<file path="src/rtl/serial_borrow_sub.sv">
// serial_borrow_sub: bit-serial ripple-borrow subtractor D = A - B - Bin, LSB first, one bit per clock.
// Optional signed-overflow output V is built when SUB_OVERFLOW_EN is defined.
module serial_borrow_sub #(
    parameter int WIDTH = 4
) (
    input  logic             clk,
    input  logic             rst_n,
    input  logic             start,
    input  logic [WIDTH-1:0] A,
    input  logic [WIDTH-1:0] B,
    input  logic             Bin,
    output logic             busy,
    output logic             done,
    output logic [WIDTH-1:0] D,
    output logic             Bout
`ifdef SUB_OVERFLOW_EN
   ,output logic             V
`endif
);
    localparam int CW = $clog2(WIDTH);
    typedef enum logic [1:0] {IDLE, RUN, DONE} state_t;
    state_t           state_q;
    logic [WIDTH-1:0] a_q, b_q;
    logic [WIDTH-2:0] res_q;
    logic [WIDTH-1:0] res_d;
    logic [CW-1:0]    cnt_q;
    logic             br_q, d_d, br_d;
    // full-subtractor cell on the current LSBs, plus the result register with this bit shifted in
    always_comb begin
        d_d   = a_q[0] ^ b_q[0] ^ br_q;
        br_d  = (~a_q[0] & b_q[0]) | (~(a_q[0] ^ b_q[0]) & br_q);
        res_d = {d_d, res_q};
    end
    // control FSM and datapath registers; outputs are registered and held until the next completion
    always_ff @(posedge clk or negedge rst_n) begin
        if (!rst_n) begin
            state_q <= IDLE;
            a_q     <= '0;
            b_q     <= '0;
            res_q   <= '0;
            cnt_q   <= '0;
            br_q    <= 1'b0;
            busy    <= 1'b0;
            done    <= 1'b0;
            D       <= '0;
            Bout    <= 1'b0;
`ifdef SUB_OVERFLOW_EN
            V       <= 1'b0;
`endif
        end else begin
            done <= 1'b0;
            case (state_q)
                IDLE, DONE: begin
                    if (start) begin
                        a_q     <= A;
                        b_q     <= B;
                        br_q    <= Bin;
                        cnt_q   <= '0;
                        busy    <= 1'b1;
                        state_q <= RUN;
                    end else begin
                        state_q <= IDLE;
                    end
                end
                RUN: begin
                    a_q   <= a_q >> 1;
                    b_q   <= b_q >> 1;
                    br_q  <= br_d;
                    res_q <= res_d[WIDTH-1:1];
                    cnt_q <= cnt_q + 1'b1;
                    if (cnt_q == CW'(WIDTH - 1)) begin
                        D       <= res_d;
                        Bout    <= br_d;
                        done    <= 1'b1;
                        busy    <= 1'b0;
                        state_q <= DONE;
`ifdef SUB_OVERFLOW_EN
                        // operand MSBs have been shifted down to bit 0 by the last bit-cycle
                        V       <= (a_q[0] ^ b_q[0]) & (a_q[0] ^ d_d);
`endif
                    end
                end
                default: state_q <= IDLE;
            endcase
        end
    end
endmodule

</file>
<file path="config.mk">
export PLATFORM = sky130hd
export DESIGN_NAME = serial_borrow_sub
export DESIGN_NICKNAME = d
export VERILOG_FILES = /design/src/rtl/serial_borrow_sub.sv
export SDC_FILE = /design/constraint.sdc
export NUM_CORES = 1
export LEC_CHECK = 0
export CAP_MARGIN = 15
export CORE_ASPECT_RATIO = 0.5
export CORE_MARGIN = 2
export CORE_UTILIZATION = 25
export DETAILED_ROUTE_END_ITERATION = 10
export MAX_ROUTING_LAYER = met4
export PLACE_DENSITY = 0.44
export SETUP_SLACK_MARGIN = 0.3
export SYNTH_ARGS = -nofsm -noshare
export SYNTH_HDL_FRONTEND = slang
export SYNTH_SLANG_ARGS = --single-unit
export TNS_END_PERCENT = 30
</file>
<file path="constraint.sdc">
create_clock -name clk -period 2.27 [get_ports clk]
set_clock_uncertainty 0.2 [all_clocks]
set_input_delay 0.454 -clock clk [delete_from_list [all_inputs] [get_ports clk]]
set_output_delay 0.454 -clock clk [all_outputs]
set_load 0.02 [all_outputs]
</file>
Yosys cells after proc, flatten, opt, wreduce, memory -nomap -nowiden
Index checks and enable logic that the tools add are counted.
{ "op_classes": {"n_addsub": 1, "eq_ne": 5, "n_mux": 16, "bitwise_logic": 7, "reduce_logical": 6} }
{ "op_table": {"columns": ["cell", "n"], "rows": [
  ["$pmux 4 s2", 2],
  ["$mux 4", 2],
  ["$pmux 2 s2", 2],
  ["$mux 1", 6],
  ["$eq 2x2->1 const B", 2],
  ["$mux 2", 2],
  ["$ne 2x2->1 const B", 2],
  ["$pmux 1 s2", 2],
  ["$reduce_and 2->1", 2],
  ["$reduce_and 3->1", 1],
  ["$add 2x1->2 const B", 1],
  ["$and 1x1->1", 2],
  ["$eq 2x1->1 const B", 1],
  ["$logic_not 2->1", 1],
  ["$not 1->1", 2],
  ["$reduce_bool 2->1", 1],
  ["$reduce_or 2->1", 1],
  ["$xor 1x1->1", 2],
  ["$or 1x1->1", 1]
]} }
{ "totals": {"regBits": 23, "in_bits": 12, "output_inout_bits": 7, "word_cells": 45} }

Logic depth before layout (Yosys ltp)
{ "depth": {"ltp_word": 5, "depth_mapped": 5, "mapped_depth_nobuf": 4} }

Least setup slack after synthesis
No wires, ideal clock.
{ "synth_path": {"kind": "register to register", "from": "register a_q[0]", "to": "register D[3]", "setup_ps": 128, "t_arrival_ps": 1140, "required_time_ps": 1942, "slack_ps": 803, "path_stages_with_launch": 3, "path_cell_list": "dfrtp_1 fa_1 mux2_1"} }
{ "synth_between": {"elab_chain_cells": 2} }
{ "synth_rtl": {"columns": ["element", "line_no", "source"], "rows": [
  ["start: declaration", "23", "logic [WIDTH-1:0] a_q, b_q;"],
  ["start signal: assignment", "66", "a_q <= a_q >> 1;"],
  ["$xor 1x1->1 (2 in series)", "30", "d_d = a_q[0] ^ b_q[0] ^ br_q;"],
  ["named net d_d", "27", "logic br_q, d_d, br_d;"],
  ["end signal: assignment", "72", "D <= res_d;"],
  ["end: declaration", "14", "output logic [WIDTH-1:0] D,"]
]} }
The timed path passes the listed nets, and every way through them passes these cells.
A chain may end at the register's enable or synchronous reset.

Final worst setup path
{ "layout_path": {"from": "register busy", "to": "output port busy"} }
{ "layout_rtl": {"columns": ["element", "line_no", "source"], "rows": [
  ["start: declaration", "12", "output logic busy,"],
  ["start signal: assignment", "43", "busy <= 1'b0;"],
  ["start signal: assignment", "59", "busy <= 1'b1;"],
  ["start signal: assignment", "75", "busy <= 1'b0;"]
]} }
No word-level cell between the ends.

==> impl_metrics.toml <==
[floorplanning]
die_y_um = 49.80
pin_count = 19
row_count = 16
core_um2 = 3964
die_area_um2 = 4760
dieWidth_um = 95.59
initial_core_util = 0.2645

[grt]
grt_pass1_wl_um = 3601
grt-ovfl-total = 0
grt_max_degree = 24
grt_pass1_vias = 699
antenna_found_initial = 0
grt_usage = 0.1055

[logic_synthesis]
synth.distinct_cells = 24
syn-mean-instance-area_um2 = 11.15
yosysSeqAreaShare = 0.5489
synth_top_cell_area_share = 0.5489
synth_edf_count = 0
synth_area_leaders = "dfrtp_1, mux2_1, nand2_1, mux2i_1, nor2b_1"
synthTopCellsByCount = "dfrtp_1, nand2_1, nor2b_1"
yosys.cell_count.top_type = "dfrtp_1"
synth_nets = 108
async_flop_share = 1.000
ys.flop_type = "dfrtp_1"
synth_cells = 94
synth_seq_cells = 23
yosys.area.top_type = "dfrtp_1"
syn_area_um2 = 1049
yosys_warnings = 0

[setup_path]
r2r_slack_ns = 0.67
r2r_cells = 2
cp_data_arrival_time_ns = 1.24
cp-endpoint = "busy"
path_cells = "clkdlybuf4s50_1"
path_delay_family = "buffers and inverters"
max_stage_delay_ns = 0.61
cp.required_ns = 1.62
critPathKind = "flip-flop to output port"
endpoint_kind = "output port"
slowest_stage = "clkdlybuf4s50_1"
startpoint_type = "flip-flop"
crit_fanout = 3
startpoint = "busy$_DFFE_PN0P_"
path_buf_inv = 1
r2r_start = "state_q[1]$_DFFE_PN0P_"
worst-path-stages = 1
rr_endpoint = "D[0]$_DFFE_PN0P_"

[sta]
hold_viol_final = 0
slew_headroom = 0.6697
grt_setup_unrepaired = "no"
worst_pin_slew_ns = 0.4955
fin_hold_ws_ns = 0.2859
report.final.slew_viol_count = 0
max_freq_ghz = 0.5271
timing.final.ws_setup_ns = 0.3728
setup_tns_ns = 0
post-route-period-util = 0.8358
final-setup-viol-count = 0
period_needed_ns = 1.897

[run]
cap_viol_max_count = 0

[layout]
diodes = 0
layout-drive-gt1-share = 0.09565
instances_no_fill = 169
syn_to_final_growth_pct = 27.68
nNetsFinal = 130

[clock_network]
cts_tree = "done"
numCtsBuffers = 3
cts_resized = 0
clock_latency_ns = 0.26
cts.sinks = 23
hold_buffers = 0
clkTransAtPathRegs_ns = 0.08
h-tree-depth = 1
cts-root-buf = "clkbuf_8"
postCtsSetupRepairBufs = 0
clockBufferDepth = 2

[routing]
wl_um = 2100
vias = 713
first_pass_iters = 3
drc_errors = 0
vias_per_cell = 4.219
drtIter0Drc = 15
wl_per_cell_um = 12.43
ant_nets = 0

[power]
powerDensity_nw_per_um2 = 1330
ir_drop_uv = 308.3
p_leak_nw = 0.6016

[status]
outcome = "finished clean"

[place]
dpl_worst_slack_ns = 0.4663
place_congestion = 0.7016
dp.cells = 165
hpwl_um = 1478
port_buffers = 18

[hold_path]
hp-class = "flip-flop to flip-flop"
==> cell type report <==
class                   instances  area [um^2]
repair buffers                 22        210.2
clock inverters                 1        5.005
flip-flops and latches         23        575.6
well taps                      54        67.56
multi-input cells              61        420.4
clock buffers                   3        41.29
inverters                       5        18.77
fillers                       419         2625
==> kinds of logic after synthesis <==
| family | share of synthesized area |
|---|---|
| buffers and inverters | 0.05012 |
| flip-flops | 0.5489 |
| adder cells (fa/ha/maj) | 0.03103 |
| AND/OR/NAND/NOR | 0.1432 |
| XOR/XNOR | 0.008355 |
| AO/OA/AOI/OAI | 0.1158 |
| multiplexers | 0.1026 |
==> power breakdown <==
part / switching [mW] / internal, mW / leakage, nW
Clock: 0.128 / 0.122 / 0.0255
Combinational: 0.387 / 0.400 / 0.294
Sequential: 0.142 / 0.601 / 0.283
==> cell usage in the layout (no fill, tap or decap), types with 2 or more instances in the layout <==
cell / instances
a21oi_1: 5
clkbuf_8: 3
nor2_1: 5
dfrtp_1: 23
buf_4: 4
nor3_1: 2
nand2b_1: 2
mux2_1: 4
mux2_2: 2
nand2_1: 11
o22ai_1: 2
mux2i_1: 4
a211oi_1: 4
nor2b_1: 6
o21ai_0: 4
a22o_1: 3
clkdlybuf4s50_1: 18
nand3_1: 2
inv_1: 5
==> state kept, by name, summed over array words and instances (netlist names) <==
register,count
b_q,4
busy,1
res_q,3
done,1
D,4
cnt_q,2
Bout,1
state_q,2
br_q,1
a_q,4
==> per-layer routing <==
layer / wire, um / track usage / vias to the layer above
met5: 0 / - / -
met4: 27 / 0.02857 / 0
met3: 63 / 0.03670 / 2
met2: 882 / 0.1480 / 10
met1: 1126 / 0.1445 / 340
li1: - / - / 361
==> metrics by stage <==
stage          cell area [um^2]  power, mW  utilization
2_1_floorplan              1049      1.283            -
3_3_place_gp               1292      1.551       0.3261
3_5_place_dp               1292      1.555       0.3261
4_1_cts                    1339      1.814       0.3378
5_1_grt                    1339      1.948       0.3378
6_report                   1339      1.780       0.3378
==> worst min path at each step <==
stage,slack [ns],from,depth (start not counted),endpoint
after global placement,0.27,Bout$_DFFE_PN0P_,2,Bout$_DFFE_PN0P_
after floorplan,-0.04,rst_n,0,Bout$_DFFE_PN0P_
after global routing,0.32,D[2]$_DFFE_PN0P_,1,D[2]$_DFFE_PN0P_
after detailed placement,0.27,res_q[0]$_DFFE_PN0N_,2,res_q[0]$_DFFE_PN0N_
final,0.29,res_q[0]$_DFFE_PN0N_,2,res_q[0]$_DFFE_PN0N_
after CTS,0.29,res_q[0]$_DFFE_PN0N_,2,res_q[0]$_DFFE_PN0N_
No activity file was read; power rests on OpenSTA's default activity.
